### src/rtl/ahb_pkg.sv
// Shared AHB constants, command payload, FSM state and burst helpers
// for the burst master controller.
package ahb_pkg;

   localparam int unsigned ADDR_W  = 32;
   localparam int unsigned DATA_W  = 32;
   localparam int unsigned LEN_W   = 5;
   localparam int unsigned BURST_W = 3;
   localparam int unsigned SIZE_W  = 3;
   localparam int unsigned TRANS_W = 2;
   localparam int unsigned RESP_W  = 2;

   localparam logic [TRANS_W-1:0] HTRANS_IDLE   = 2'b00;
   localparam logic [TRANS_W-1:0] HTRANS_NONSEQ = 2'b10;
   localparam logic [TRANS_W-1:0] HTRANS_SEQ    = 2'b11;

   localparam logic [BURST_W-1:0] HBURST_SINGLE = 3'b000;
   localparam logic [BURST_W-1:0] HBURST_INCR   = 3'b001;
   localparam logic [BURST_W-1:0] HBURST_WRAP4  = 3'b010;
   localparam logic [BURST_W-1:0] HBURST_INCR4  = 3'b011;
   localparam logic [BURST_W-1:0] HBURST_WRAP8  = 3'b100;
   localparam logic [BURST_W-1:0] HBURST_INCR8  = 3'b101;
   localparam logic [BURST_W-1:0] HBURST_WRAP16 = 3'b110;
   localparam logic [BURST_W-1:0] HBURST_INCR16 = 3'b111;

   localparam logic [RESP_W-1:0] HRESP_OKAY  = 2'b00;
   localparam logic [RESP_W-1:0] HRESP_ERROR = 2'b01;

   typedef enum logic [2:0] {
      ST_IDLE  = 3'd0,
      ST_REQ   = 3'd1,
      ST_ADDR  = 3'd2,
      ST_LAST  = 3'd3,
      ST_ABORT = 3'd4
   } state_e;

   // Command attributes that stay constant for the whole transfer
   typedef struct packed {
      logic               write;
      logic [BURST_W-1:0] burst;
      logic [SIZE_W-1:0]  size;
   } cmd_t;

   function automatic logic [LEN_W-1:0] burst_beats(input logic [BURST_W-1:0] burst,
                                                    input logic [LEN_W-1:0]   len);
      case (burst)
         HBURST_SINGLE:               return LEN_W'(1);
         HBURST_INCR:                 return (len == '0) ? LEN_W'(1) : len;
         HBURST_WRAP4, HBURST_INCR4:  return LEN_W'(4);
         HBURST_WRAP8, HBURST_INCR8:  return LEN_W'(8);
         default:                     return LEN_W'(16);
      endcase
   endfunction

   function automatic logic is_wrap(input logic [BURST_W-1:0] burst);
      return (burst == HBURST_WRAP4) || (burst == HBURST_WRAP8) || (burst == HBURST_WRAP16);
   endfunction

   function automatic logic [SIZE_W-1:0] clamp_size(input logic [SIZE_W-1:0] size);
      return (size > SIZE_W'(2)) ? SIZE_W'(2) : size;
   endfunction

endpackage

### src/rtl/ahb_burst_master_ctrl_if.sv
// Command, write/read stream and AHB master signals of the burst controller.
interface ahb_burst_master_ctrl_if;
   import ahb_pkg::*;

   logic                cmd_valid;
   logic                cmd_ready;
   logic [ADDR_W-1:0]   cmd_addr;
   logic                cmd_write;
   logic [BURST_W-1:0]  cmd_burst;
   logic [LEN_W-1:0]    cmd_len;
   logic [SIZE_W-1:0]   cmd_size;
   logic [DATA_W-1:0]   wr_data;
   logic                wr_pop;
   logic [DATA_W-1:0]   rd_data;
   logic                rd_valid;
   logic                done;
   logic                err;

   logic                Hreq;
   logic                Hgrant;
   logic                Hready;
   logic [RESP_W-1:0]   Hresp;
   logic [DATA_W-1:0]   Hrdata;
   logic [ADDR_W-1:0]   Haddr;
   logic [TRANS_W-1:0]  Htrans;
   logic                Hwrite;
   logic [SIZE_W-1:0]   Hsize;
   logic [BURST_W-1:0]  Hburst;
   logic [DATA_W-1:0]   Hwdata;

   modport master (
      input  cmd_valid, cmd_addr, cmd_write, cmd_burst, cmd_len, cmd_size, wr_data,
      input  Hgrant, Hready, Hresp, Hrdata,
      output cmd_ready, wr_pop, rd_data, rd_valid, done, err,
      output Hreq, Haddr, Htrans, Hwrite, Hsize, Hburst, Hwdata
   );

   modport slave (
      output cmd_valid, cmd_addr, cmd_write, cmd_burst, cmd_len, cmd_size, wr_data,
      output Hgrant, Hready, Hresp, Hrdata,
      input  cmd_ready, wr_pop, rd_data, rd_valid, done, err,
      input  Hreq, Haddr, Htrans, Hwrite, Hsize, Hburst, Hwdata
   );

endinterface

### src/rtl/ahb_addr_gen.sv
// Next beat address: increments by the transfer size, wrapping at the
// burst-size-aligned boundary for WRAP bursts.
module ahb_addr_gen
   import ahb_pkg::*;
(
   input  logic [ADDR_W-1:0]  addr,
   input  logic [SIZE_W-1:0]  size,
   input  logic [BURST_W-1:0] burst,
   output logic [ADDR_W-1:0]  next_addr_c
);

   logic [ADDR_W-1:0] step;
   logic [ADDR_W-1:0] incr;
   logic [ADDR_W-1:0] wrap_mask;

   always_comb begin
      step        = ADDR_W'(1) << size;
      incr        = addr + step;
      wrap_mask   = (ADDR_W'(burst_beats(burst, LEN_W'(0))) << size) - ADDR_W'(1);
      next_addr_c = is_wrap(burst) ? ((addr & ~wrap_mask) | (incr & wrap_mask)) : incr;
   end

endmodule

### src/rtl/ahb_burst_master_ctrl.sv
// AHB burst master: takes one command at a time, arbitrates for the bus and
// issues the burst, handling wait states, grant loss and ERROR responses.
module ahb_burst_master_ctrl
   import ahb_pkg::*;
(
   input  logic                    Hclk,
   input  logic                    Hresetn,
   ahb_burst_master_ctrl_if.master bus
);

   state_e              state_q, state_d;
   cmd_t                cmd_q, cmd_d;
   logic [LEN_W-1:0]    rem_q, rem_d;
   logic [ADDR_W-1:0]   addr_q, addr_d;
   logic                restart_q, restart_d;
   logic                dp_v_q, dp_v_d;
   logic                dp_wr_q, dp_wr_d;

   logic                cmd_ready_q, cmd_ready_d;
   logic                wr_pop_q, wr_pop_d;
   logic [DATA_W-1:0]   rd_data_q, rd_data_d;
   logic                rd_valid_q, rd_valid_d;
   logic                done_q, done_d;
   logic                err_q, err_d;
   logic                hreq_q, hreq_d;
   logic [ADDR_W-1:0]   haddr_q, haddr_d;
   logic [TRANS_W-1:0]  htrans_q, htrans_d;
   logic                hwrite_q, hwrite_d;
   logic [SIZE_W-1:0]   hsize_q, hsize_d;
   logic [BURST_W-1:0]  hburst_q, hburst_d;
   logic [DATA_W-1:0]   hwdata_q, hwdata_d;

   logic [ADDR_W-1:0]   next_addr_c;
   logic                dp_err_c;
   logic                accept_c;

   ahb_addr_gen u_addr_gen (
      .addr        (addr_q),
      .size        (cmd_q.size),
      .burst       (cmd_q.burst),
      .next_addr_c (next_addr_c)
   );

   // An address phase is taken only when no ERROR is pending on the data phase
   assign dp_err_c = dp_v_q && (bus.Hresp == HRESP_ERROR);
   assign accept_c = (state_q == ST_ADDR) && bus.Hready && !dp_err_c;

   always_comb begin
      state_d     = state_q;
      cmd_d       = cmd_q;
      rem_d       = rem_q;
      addr_d      = addr_q;
      restart_d   = restart_q;
      dp_v_d      = dp_v_q;
      dp_wr_d     = dp_wr_q;
      cmd_ready_d = cmd_ready_q;
      rd_data_d   = rd_data_q;
      hreq_d      = hreq_q;
      haddr_d     = haddr_q;
      htrans_d    = htrans_q;
      hwrite_d    = hwrite_q;
      hsize_d     = hsize_q;
      hburst_d    = hburst_q;
      hwdata_d    = hwdata_q;
      wr_pop_d    = 1'b0;
      rd_valid_d  = 1'b0;
      done_d      = 1'b0;
      err_d       = 1'b0;

      // Data-phase pipeline, independent of which state issued the address
      if (bus.Hready) begin
         dp_v_d  = accept_c;
         dp_wr_d = cmd_q.write;
      end
      if (dp_v_q && bus.Hready && !dp_wr_q && (bus.Hresp == HRESP_OKAY)) begin
         rd_valid_d = 1'b1;
         rd_data_d  = bus.Hrdata;
      end
      if (accept_c && cmd_q.write) begin
         wr_pop_d = 1'b1;
         hwdata_d = bus.wr_data;
      end else if (dp_v_q && bus.Hready) begin
         hwdata_d = '0;
      end

      case (state_q)
         ST_IDLE: begin
            if (bus.cmd_valid && cmd_ready_q) begin
               cmd_d.write = bus.cmd_write;
               cmd_d.burst = bus.cmd_burst;
               cmd_d.size  = clamp_size(bus.cmd_size);
               rem_d       = burst_beats(bus.cmd_burst, bus.cmd_len);
               addr_d      = bus.cmd_addr;
               restart_d   = 1'b0;
               cmd_ready_d = 1'b0;
               hreq_d      = 1'b1;
               state_d     = ST_REQ;
            end
         end
         ST_REQ: begin
            if (bus.Hgrant && bus.Hready) begin
               state_d  = ST_ADDR;
               htrans_d = HTRANS_NONSEQ;
               haddr_d  = addr_q;
               hwrite_d = cmd_q.write;
               hsize_d  = cmd_q.size;
               hburst_d = restart_q ? HBURST_INCR : cmd_q.burst;
            end
         end
         ST_ADDR: begin
            if (accept_c) begin
               rem_d  = rem_q - LEN_W'(1);
               addr_d = next_addr_c;
               if (rem_q == LEN_W'(1)) begin
                  state_d  = ST_LAST;
                  htrans_d = HTRANS_IDLE;
                  haddr_d  = '0;
                  hreq_d   = 1'b0;
               end else if (bus.Hgrant) begin
                  htrans_d = HTRANS_SEQ;
                  haddr_d  = next_addr_c;
               end else begin
                  // Grant lost: park, keep position, resume later as an INCR burst
                  state_d   = ST_REQ;
                  htrans_d  = HTRANS_IDLE;
                  haddr_d   = '0;
                  restart_d = 1'b1;
               end
            end
         end
         ST_LAST: begin
            if (bus.Hready && (bus.Hresp == HRESP_OKAY)) begin
               done_d      = 1'b1;
               cmd_ready_d = 1'b1;
               state_d     = ST_IDLE;
            end
         end
         ST_ABORT: begin
            if (bus.Hready) begin
               done_d      = 1'b1;
               err_d       = 1'b1;
               cmd_ready_d = 1'b1;
               state_d     = ST_IDLE;
            end
         end
         default: state_d = ST_IDLE;
      endcase

      // ERROR on an outstanding data phase cancels the rest of the command
      if (dp_err_c && (state_q != ST_IDLE) && (state_q != ST_ABORT)) begin
         htrans_d = HTRANS_IDLE;
         haddr_d  = '0;
         hreq_d   = 1'b0;
         if (bus.Hready) begin
            done_d      = 1'b1;
            err_d       = 1'b1;
            cmd_ready_d = 1'b1;
            hwdata_d    = '0;
            state_d     = ST_IDLE;
         end else begin
            state_d = ST_ABORT;
         end
      end
   end

   always_ff @(posedge Hclk or negedge Hresetn) begin
      if (!Hresetn) begin
         state_q     <= ST_IDLE;
         cmd_q       <= '0;
         rem_q       <= '0;
         addr_q      <= '0;
         restart_q   <= 1'b0;
         dp_v_q      <= 1'b0;
         dp_wr_q     <= 1'b0;
         cmd_ready_q <= 1'b1;
         wr_pop_q    <= 1'b0;
         rd_data_q   <= '0;
         rd_valid_q  <= 1'b0;
         done_q      <= 1'b0;
         err_q       <= 1'b0;
         hreq_q      <= 1'b0;
         haddr_q     <= '0;
         htrans_q    <= HTRANS_IDLE;
         hwrite_q    <= 1'b0;
         hsize_q     <= '0;
         hburst_q    <= '0;
         hwdata_q    <= '0;
      end else begin
         state_q     <= state_d;
         cmd_q       <= cmd_d;
         rem_q       <= rem_d;
         addr_q      <= addr_d;
         restart_q   <= restart_d;
         dp_v_q      <= dp_v_d;
         dp_wr_q     <= dp_wr_d;
         cmd_ready_q <= cmd_ready_d;
         wr_pop_q    <= wr_pop_d;
         rd_data_q   <= rd_data_d;
         rd_valid_q  <= rd_valid_d;
         done_q      <= done_d;
         err_q       <= err_d;
         hreq_q      <= hreq_d;
         haddr_q     <= haddr_d;
         htrans_q    <= htrans_d;
         hwrite_q    <= hwrite_d;
         hsize_q     <= hsize_d;
         hburst_q    <= hburst_d;
         hwdata_q    <= hwdata_d;
      end
   end

   assign bus.cmd_ready = cmd_ready_q;
   assign bus.wr_pop    = wr_pop_q;
   assign bus.rd_data   = rd_data_q;
   assign bus.rd_valid  = rd_valid_q;
   assign bus.done      = done_q;
   assign bus.err       = err_q;
   assign bus.Hreq      = hreq_q;
   assign bus.Haddr     = haddr_q;
   assign bus.Htrans    = htrans_q;
   assign bus.Hwrite    = hwrite_q;
   assign bus.Hsize     = hsize_q;
   assign bus.Hburst    = hburst_q;
   assign bus.Hwdata    = hwdata_q;

endmodule

### src/flat_wrapper.sv
// flat-port wrapper written by rule: the top's interface ports become plain ports
module ahb_burst_master_ctrl_flat import ahb_pkg::*;
  (Hclk, Hresetn, bus_cmd_valid, bus_cmd_addr, bus_cmd_write, bus_cmd_burst, bus_cmd_len, bus_cmd_size, bus_wr_data, bus_Hgrant, bus_Hready, bus_Hresp, bus_Hrdata, bus_cmd_ready, bus_wr_pop, bus_rd_data, bus_rd_valid, bus_done, bus_err, bus_Hreq, bus_Haddr, bus_Htrans, bus_Hwrite, bus_Hsize, bus_Hburst, bus_Hwdata);
  ahb_burst_master_ctrl_if bus_i ();
  input  logic Hclk;
  input  logic Hresetn;
  input wire logic [$bits(bus_i.cmd_valid)-1:0] bus_cmd_valid;
  input wire logic [$bits(bus_i.cmd_addr)-1:0] bus_cmd_addr;
  input wire logic [$bits(bus_i.cmd_write)-1:0] bus_cmd_write;
  input wire logic [$bits(bus_i.cmd_burst)-1:0] bus_cmd_burst;
  input wire logic [$bits(bus_i.cmd_len)-1:0] bus_cmd_len;
  input wire logic [$bits(bus_i.cmd_size)-1:0] bus_cmd_size;
  input wire logic [$bits(bus_i.wr_data)-1:0] bus_wr_data;
  input wire logic [$bits(bus_i.Hgrant)-1:0] bus_Hgrant;
  input wire logic [$bits(bus_i.Hready)-1:0] bus_Hready;
  input wire logic [$bits(bus_i.Hresp)-1:0] bus_Hresp;
  input wire logic [$bits(bus_i.Hrdata)-1:0] bus_Hrdata;
  output wire logic [$bits(bus_i.cmd_ready)-1:0] bus_cmd_ready;
  output wire logic [$bits(bus_i.wr_pop)-1:0] bus_wr_pop;
  output wire logic [$bits(bus_i.rd_data)-1:0] bus_rd_data;
  output wire logic [$bits(bus_i.rd_valid)-1:0] bus_rd_valid;
  output wire logic [$bits(bus_i.done)-1:0] bus_done;
  output wire logic [$bits(bus_i.err)-1:0] bus_err;
  output wire logic [$bits(bus_i.Hreq)-1:0] bus_Hreq;
  output wire logic [$bits(bus_i.Haddr)-1:0] bus_Haddr;
  output wire logic [$bits(bus_i.Htrans)-1:0] bus_Htrans;
  output wire logic [$bits(bus_i.Hwrite)-1:0] bus_Hwrite;
  output wire logic [$bits(bus_i.Hsize)-1:0] bus_Hsize;
  output wire logic [$bits(bus_i.Hburst)-1:0] bus_Hburst;
  output wire logic [$bits(bus_i.Hwdata)-1:0] bus_Hwdata;
  assign bus_i.cmd_valid = bus_cmd_valid;
  assign bus_i.cmd_addr = bus_cmd_addr;
  assign bus_i.cmd_write = bus_cmd_write;
  assign bus_i.cmd_burst = bus_cmd_burst;
  assign bus_i.cmd_len = bus_cmd_len;
  assign bus_i.cmd_size = bus_cmd_size;
  assign bus_i.wr_data = bus_wr_data;
  assign bus_i.Hgrant = bus_Hgrant;
  assign bus_i.Hready = bus_Hready;
  assign bus_i.Hresp = bus_Hresp;
  assign bus_i.Hrdata = bus_Hrdata;
  assign bus_cmd_ready = bus_i.cmd_ready;
  assign bus_wr_pop = bus_i.wr_pop;
  assign bus_rd_data = bus_i.rd_data;
  assign bus_rd_valid = bus_i.rd_valid;
  assign bus_done = bus_i.done;
  assign bus_err = bus_i.err;
  assign bus_Hreq = bus_i.Hreq;
  assign bus_Haddr = bus_i.Haddr;
  assign bus_Htrans = bus_i.Htrans;
  assign bus_Hwrite = bus_i.Hwrite;
  assign bus_Hsize = bus_i.Hsize;
  assign bus_Hburst = bus_i.Hburst;
  assign bus_Hwdata = bus_i.Hwdata;
  ahb_burst_master_ctrl u_core (.Hclk(Hclk), .Hresetn(Hresetn), .bus(bus_i));
endmodule
### config.mk
export PLATFORM = sky130hd
export DESIGN_NAME = ahb_burst_master_ctrl_flat
export DESIGN_NICKNAME = d
export VERILOG_FILES = /design/src/rtl/ahb_pkg.sv /design/src/rtl/ahb_burst_master_ctrl_if.sv /design/src/rtl/ahb_addr_gen.sv /design/src/rtl/ahb_burst_master_ctrl.sv /design/src/flat_wrapper.sv
export SDC_FILE = /design/constraint.sdc
export NUM_CORES = 1
export LEC_CHECK = 0
export CORE_MARGIN = 8
export CORE_UTILIZATION = 45
export DETAILED_ROUTE_END_ITERATION = 12
export PLACE_DENSITY = 0.88
export SLEW_MARGIN = 0
export SYNTH_ARGS = -nofsm -noshare
export SYNTH_HDL_FRONTEND = slang
export SYNTH_SLANG_ARGS = --single-unit
export TNS_END_PERCENT = 100
### constraint.sdc
create_clock -name Hclk -period 2.9 [get_ports Hclk]
set_clock_uncertainty 0.05 [all_clocks]
set_input_delay 0.29 -clock Hclk [delete_from_list [all_inputs] [get_ports Hclk]]
set_output_delay 0.29 -clock Hclk [all_outputs]
set_load 0.01 [all_outputs]
## After elaboration in Yosys (flattened, before gate mapping)

Index checks and enable logic that the tools add are counted.

- Register bits: 161

- Add/subtract/negate cells: 3
- Order comparisons: 1
- Eq/ne operators: 29
- Shift operators: 2
- Multiplexer cells: 64
- Bitwise operators: 4
- Reductions and logical operators: 37

Operators by type and width:

| cell | count |
|---|---|
| $mux W32 | 12 |
| $pmux W32 S2 | 2 |
| $and A32 B32 Y32 | 2 |
| $mux W3 | 11 |
| $add A32 B32 Y32 | 1 |
| $not A32 Y32 | 1 |
| $or A32 B32 Y32 | 1 |
| $shl A1 B3 Y32 const A | 1 |
| $shl A5 B3 Y32 | 1 |
| $sub A32 B1 Y32 const B | 1 |
| $mux W1 | 22 |
| $pmux W5 S4 | 1 |
| $eq A3 B2 Y1 const B | 6 |
| $eq A3 B3 Y1 const B | 6 |
| $mux W5 | 3 |
| $pmux W3 S5 | 1 |
| $pmux W5 S3 | 1 |
| $logic_and A1 B1 Y1 | 12 |
| $mux W2 | 5 |
| $pmux W5 S2 | 1 |
| $reduce_or A2 Y1 | 5 |
| $eq A3 B1 Y1 const B | 3 |
| $logic_not A3 Y1 | 3 |
| $ne A3 B1 Y1 const B | 3 |
| 23 further kinds | 35 |

## Longest topological paths before layout

- Word-level depth: 14
- Mapped depth: 14

## Hierarchy

A second synthesis with hierarchy kept.

- Cell total of the unflattened synthesis: 829
- Area, all modules: 8,506.9 um^2

Modules (own cells, without submodules):

| module | instances | cells an instance | area an instance (um^2) | sequential area each (um^2) |
|---|---|---|---|---|
| ahb_burst_master_ctrl | 1 | 617 | 7,040.5 | 4,030.1 |
| ahb_addr_gen | 1 | 212 | 1,466.4 | 0.0 |

## Worst setup path before layout

No wires, ideal clock.

- Path type: flip-flop to flip-flop
- Start point: reg u_core.cmd_q[1] in the netlist's numbering
- End point: reg u_core.haddr_q[18] (netlist: u_core.bus.Haddr[18])
- Setup time: 126 ps
- Arrival: 2,901 ps
- Setup slack: -178 ps
- Cell stages (with the launch flop): 13
- Buffers on the path: 3
- Period minus slack after synthesis: 3,078 ps
- Cell sequence: dfrtp_1 > buf_2 > clkbuf_1 > clkbuf_1 > nor3_1 > ha_1 > fa_1 > a211oi_1 > o21a_1 > nor4_2 > and3_1 > nor3b_1 > a221o_1

- Longest elaborated chain between the ends: 11

RTL lines:

| item | line | RTL |
|---|---|---|
| start, declared | ahb_burst_master_ctrl.sv:12 | `cmd_t cmd_q, cmd_d;` |
| start signal, assigned | ahb_burst_master_ctrl.sv:190 | `cmd_q <= cmd_d;` |
| $shl A5 B3 Y32 | ahb_addr_gen.sv:19 | `wrap_mask = (ADDR_W'(burst_beats(burst, LEN_W'(0))) << size) - ADDR_W'(1);` |
| $sub A32 B1 Y32 | ahb_addr_gen.sv:19 |  |
| $not A32 Y32 | ahb_addr_gen.sv:20 | `next_addr_c = is_wrap(burst) ? ((addr & ~wrap_mask) \| (incr & wrap_mask)) : incr;` |
| $and A32 B32 Y32 | ahb_addr_gen.sv:20 |  |
| $or A32 B32 Y32 | ahb_addr_gen.sv:20 |  |
| $mux W32 (*) | ahb_addr_gen.sv:20 |  |
| $mux W32 (*) | ahb_burst_master_ctrl.sv:119 | `end else if (bus.Hgrant) begin` |
| $mux W32 (*) | ahb_burst_master_ctrl.sv:114 | `if (rem_q == LEN_W'(1)) begin` |
| $mux W32 (*) | ahb_burst_master_ctrl.sv:111 | `if (accept_c) begin` |
| $pmux W32 S2 (*) | ahb_burst_master_ctrl.sv:86 | `case (state_q)` |
| $mux W32 (*) | ahb_burst_master_ctrl.sv:150 | `if (dp_err_c && (state_q != ST_IDLE) && (state_q != ST_ABORT)) begin` |
| end signal, assigned | ahb_burst_master_ctrl.sv:203 | `haddr_q <= haddr_d;` |
| end, declared | ahb_burst_master_ctrl.sv:26 | `logic [ADDR_W-1:0] haddr_q, haddr_d;` |

Every way passes the cells marked *; elsewhere a longest branch is shown, timed or not. The select of a mux whose other input is x is not followed.
A chain may end at the register's enable or synchronous reset.

## Worst setup path after layout

- Start point: reg u_core.cmd_q[0] in the netlist's numbering
- End point: reg u_core.addr_q[27]

- Longest elaborated chain between the ends: 8

RTL lines:

| item | line | RTL |
|---|---|---|
| $shl A5 B3 Y32 | ahb_addr_gen.sv:19 |  |
| $sub A32 B1 Y32 | ahb_addr_gen.sv:19 |  |
| $not A32 Y32 | ahb_addr_gen.sv:20 |  |
| $and A32 B32 Y32 | ahb_addr_gen.sv:20 |  |
| $or A32 B32 Y32 | ahb_addr_gen.sv:20 |  |
| $mux W32 (*) | ahb_addr_gen.sv:20 |  |
| $mux W32 (*) | ahb_burst_master_ctrl.sv:111 |  |
| $pmux W32 S2 (*) | ahb_burst_master_ctrl.sv:86 |  |
| end signal, assigned | ahb_burst_master_ctrl.sv:192 | `addr_q <= addr_d;` |
| end, declared | ahb_burst_master_ctrl.sv:14 | `logic [ADDR_W-1:0] addr_q, addr_d;` |

Marks and branches as above.

==> flow_summary.json <==
{
  "status": "finished, final reports clean",
  "wire_per_inst_um": 20.1,
  "syn-num-nets": 1084,
  "die_h_um": 156,
  "required_ns": 3.17,
  "final_max_slew_viol_count": 0,
  "clockBufferDepth": 2,
  "placed_cells": 1423,
  "drtPass1Iterations": 6,
  "cts.sinks": 161,
  "io_pins": 226,
  "hold_path_class": "input pin to flop",
  "rsz0062_at_grt": "yes",
  "ir_worst_vdd_uv": 399,
  "worst_slew_pin_slew_ns": 0.683,
  "cap_violations": 0,
  "cts_root_buffer": "clkbuf_16",
  "area_growth_pct": 38.7,
  "path_class": "flop to flop",
  "row_count": 51,
  "hold_start": "bus_wr_data[18]",
  "reg2reg_from": "u_core.cmd_q[0]",
  "p_leak_nw": 5.28,
  "cts_tree": "yes",
  "r2r_cells": 10,
  "first_iter_violations": 833,
  "synth.avg_cell_area_um2": 9.18,
  "ant_nets": 0,
  "synth_area_leaders": "dfrtp_1 (46%), nand2_1 (6.4%), o21ai_0 (5.8%)",
  "fillers": 1548,
  "r2r_end": "u_core.addr_q[27]",
  "grt_pass1_vias": 8343,
  "grt_max_degree": 72,
  "portBuffers": 225,
  "max_clock_freq_ghz": 0.348,
  "post_cts_buffers": 0,
  "ff2ff_setup_slack_ns": 0.02,
  "hpwl_um": 21000,
  "htreeDepth": 4,
  "async_reset_ff_share_pct": 100,
  "hold_viol_final": 0,
  "die-area_um2": 24200,
  "die_w_um": 156,
  "viasPerCell": 5.90,
  "antenna_found_initial": 0,
  "period_share_pct": 99.2,
  "period_minus_slack_ns": 2.88,
  "start_kind": "flop",
  "gr-total-overflow": 0,
  "place_congestion": 0.898,
  "cp-end-kind": "flop",
  "yosys_most_used_dff": "dfrtp_1",
  "worstPathArrival_ns": 3.15,
  "initial_utilization_pct": 45.4,
  "core_um2": 19300,
  "final_cells": 1457,
  "synth_common_cells": "dfrtp_1 (160), nand2_1 (150), o21ai_0 (102)",
  "nets": 1307,
  "synth_most_common_cell": "dfrtp_1",
  "drc": 0,
  "ys_seq_elements": 161,
  "clkTransAtPathRegs_ns": 0.08,
  "crit_start": "u_core.cmd_q[0]",
  "cp_max_fo": 7,
  "yosysSeqAreaShare_pct": 45.9,
  "synth_top_area_share_pct": 45.6,
  "ys_warn_count": 0,
  "whs_endpoint": "u_core.bus.Hwdata[18]",
  "grt_pass1_wl_um": 45200,
  "postSynthCellCount": 956,
  "numCtsBuffers": 17,
  "routed_wl_um": 29200,
  "setup_viol": 0,
  "grt.total_usage_pct": 23.5,
  "synth-edff-count": 0,
  "powerDensity_nw_per_um2": 398,
  "antenna_cells": 0,
  "relSlewSlack_pct": 54.5,
  "finalPower_mw": 4.85,
  "drive_above_1_share_pct": 11.4,
  "yosysUniqueCellTypes": 84,
  "synth_top_area_cell": "dfrtp_1",
  "vias": 8602,
  "syn_area_um2": 8780,
  "clk_latency_ns": 0.43,
  "holdPathStages": 3
}
what timing repair did:
action,4_1_cts,5_1_grt
hold buffers,1,0
pin swaps,1,3
gates resized for setup,2,12
setup endpoints to repair,2,22
endpoints found under the hold margin,69,0
cloned,0,1
where the power goes:
part / leakage, nW / total (mW) / switching [mW] / internal (mW)
Sequential: 2.17 / 2.26 / 0.00681 / 2.26
Combinational: 2.81 / 0.302 / 0.117 / 0.185
Clock: 0.296 / 2.28 / 1.11 / 1.18
how the worst max path moves through the flow:
stage | cells past startpoint | endpoint | slack [ns]
after floorplan | 12 | u_core.bus.Haddr[18] | -0.01
after global placement | 9 | u_core.bus.Haddr[18] | 0.08
after detailed placement | 9 | u_core.bus.Haddr[18] | -0.07
after CTS | 9 | u_core.bus.Haddr[25] | 0.01
after global routing | 10 | u_core.addr_q[27] | -0.1
final | 10 | u_core.addr_q[27] | 0.02
registers in the layout (all words and copies together) (netlist names), 3 cells and up:
name                cells
u_core.cmd_q            7
u_core.rem_q            5
u_core.bus.Hsize        3
u_core.bus.Hburst       3
u_core.state_q          3
u_core.addr_q          32
u_core.bus.Haddr       32
u_core.bus.Hwdata      32
u_core.bus.rd_data     32
cell usage in the layout, fill, tap and decap left out, drive strengths merged, types with 5 or more instances in the layout:
cell,instances
a21o,13
a21oi,47
a221o,8
a22oi,21
a31oi,7
a32oi,5
and2,8
and3,14
buf,50
clkbuf,17
clkdlybuf4s50,224
clkinv,7
dfrtp,160
ha,12
inv,34
mux2,42
nand2,150
nand3,22
nand4,5
nor2,57
nor3,28
nor3b,7
nor4,10
o211ai,10
o21ai,103
o2bb2ai,12
o311ai,5
o31ai,8
o41ai,5
or3,9
xor2,6
cell families (layout without fill, tap and decap cells):
kind of cell | after synthesis | after routing | synth area share (%)
AND/OR/NAND/NOR | 329 | 329 | 17.8
AO/OA/AOI/OAI | 299 | 300 | 22.8
flip-flops | 161 | 161 | 45.9
buffers and inverters | 98 | 333 | 4.68
multiplexers | 46 | 46 | 5.84
adder cells (fa/ha/maj) | 13 | 13 | 1.94
XOR/XNOR | 10 | 10 | 0.998
final cells by class:
| cell class | instances | area (um2) | share of cell area [%] |
|---|---|---|---|
| Tap cell | 265 | 332 | 2.72 |
| Clock buffer | 17 | 425 | 3.49 |
| Sequential cell | 161 | 4030 | 33.1 |
| Inverter | 26 | 97.6 | 0.802 |
| Timing Repair Buffer | 275 | 2680 | 22.0 |
| Clock inverter | 15 | 181 | 1.49 |
| Multi-Input combinational cell | 698 | 4430 | 36.3 |
through the flow:
| step | cell area (um2) | util (%) | TNS, ns | worst slack (ns) | hold slack [ns] |
|---|---|---|---|---|---|
| CTS | 12100 | 62.6 | 0 | 0.0139 | 0.336 |
| global placement | 11500 | 59.4 | 0 | 0.0788 | 0.291 |
| floorplan | 8780 | - | -0.0107 | -0.0107 | -0.0556 |
| detailed placement | 11500 | 59.4 | -0.0682 | -0.0682 | 0.296 |
| finish | 12200 | 63.0 | 0 | 0.0244 | 0.347 |
| global route | 12200 | 63.0 | -0.359 | -0.0976 | 0.352 |
critical path: stages (launching register included):
cell	delay, ns
dfrtp_1	0.41
inv_1	0.17
buf_4	0.16
nor2_1	0.05
ha_1	0.36
nand2_1	0.11
nor3_2	0.31
a22oi_2	0.24
nor4_1	0.57
o21ai_0	0.18
o2bb2ai_1	0.15
layer usage:
| metal | vias to the layer above | GRT usage, % | wire, um |
|---|---|---|---|
| met5 | - | 0 | 0 |
| met4 | 0 | 7.02 | 559 |
| met3 | 58 | 6.48 | 2990 |
| met2 | 517 | 39.0 | 13900 |
| met1 | 4091 | 29.5 | 11800 |
| li1 | 3936 | - | - |
No activity file was read; power rests on OpenSTA's default activity.
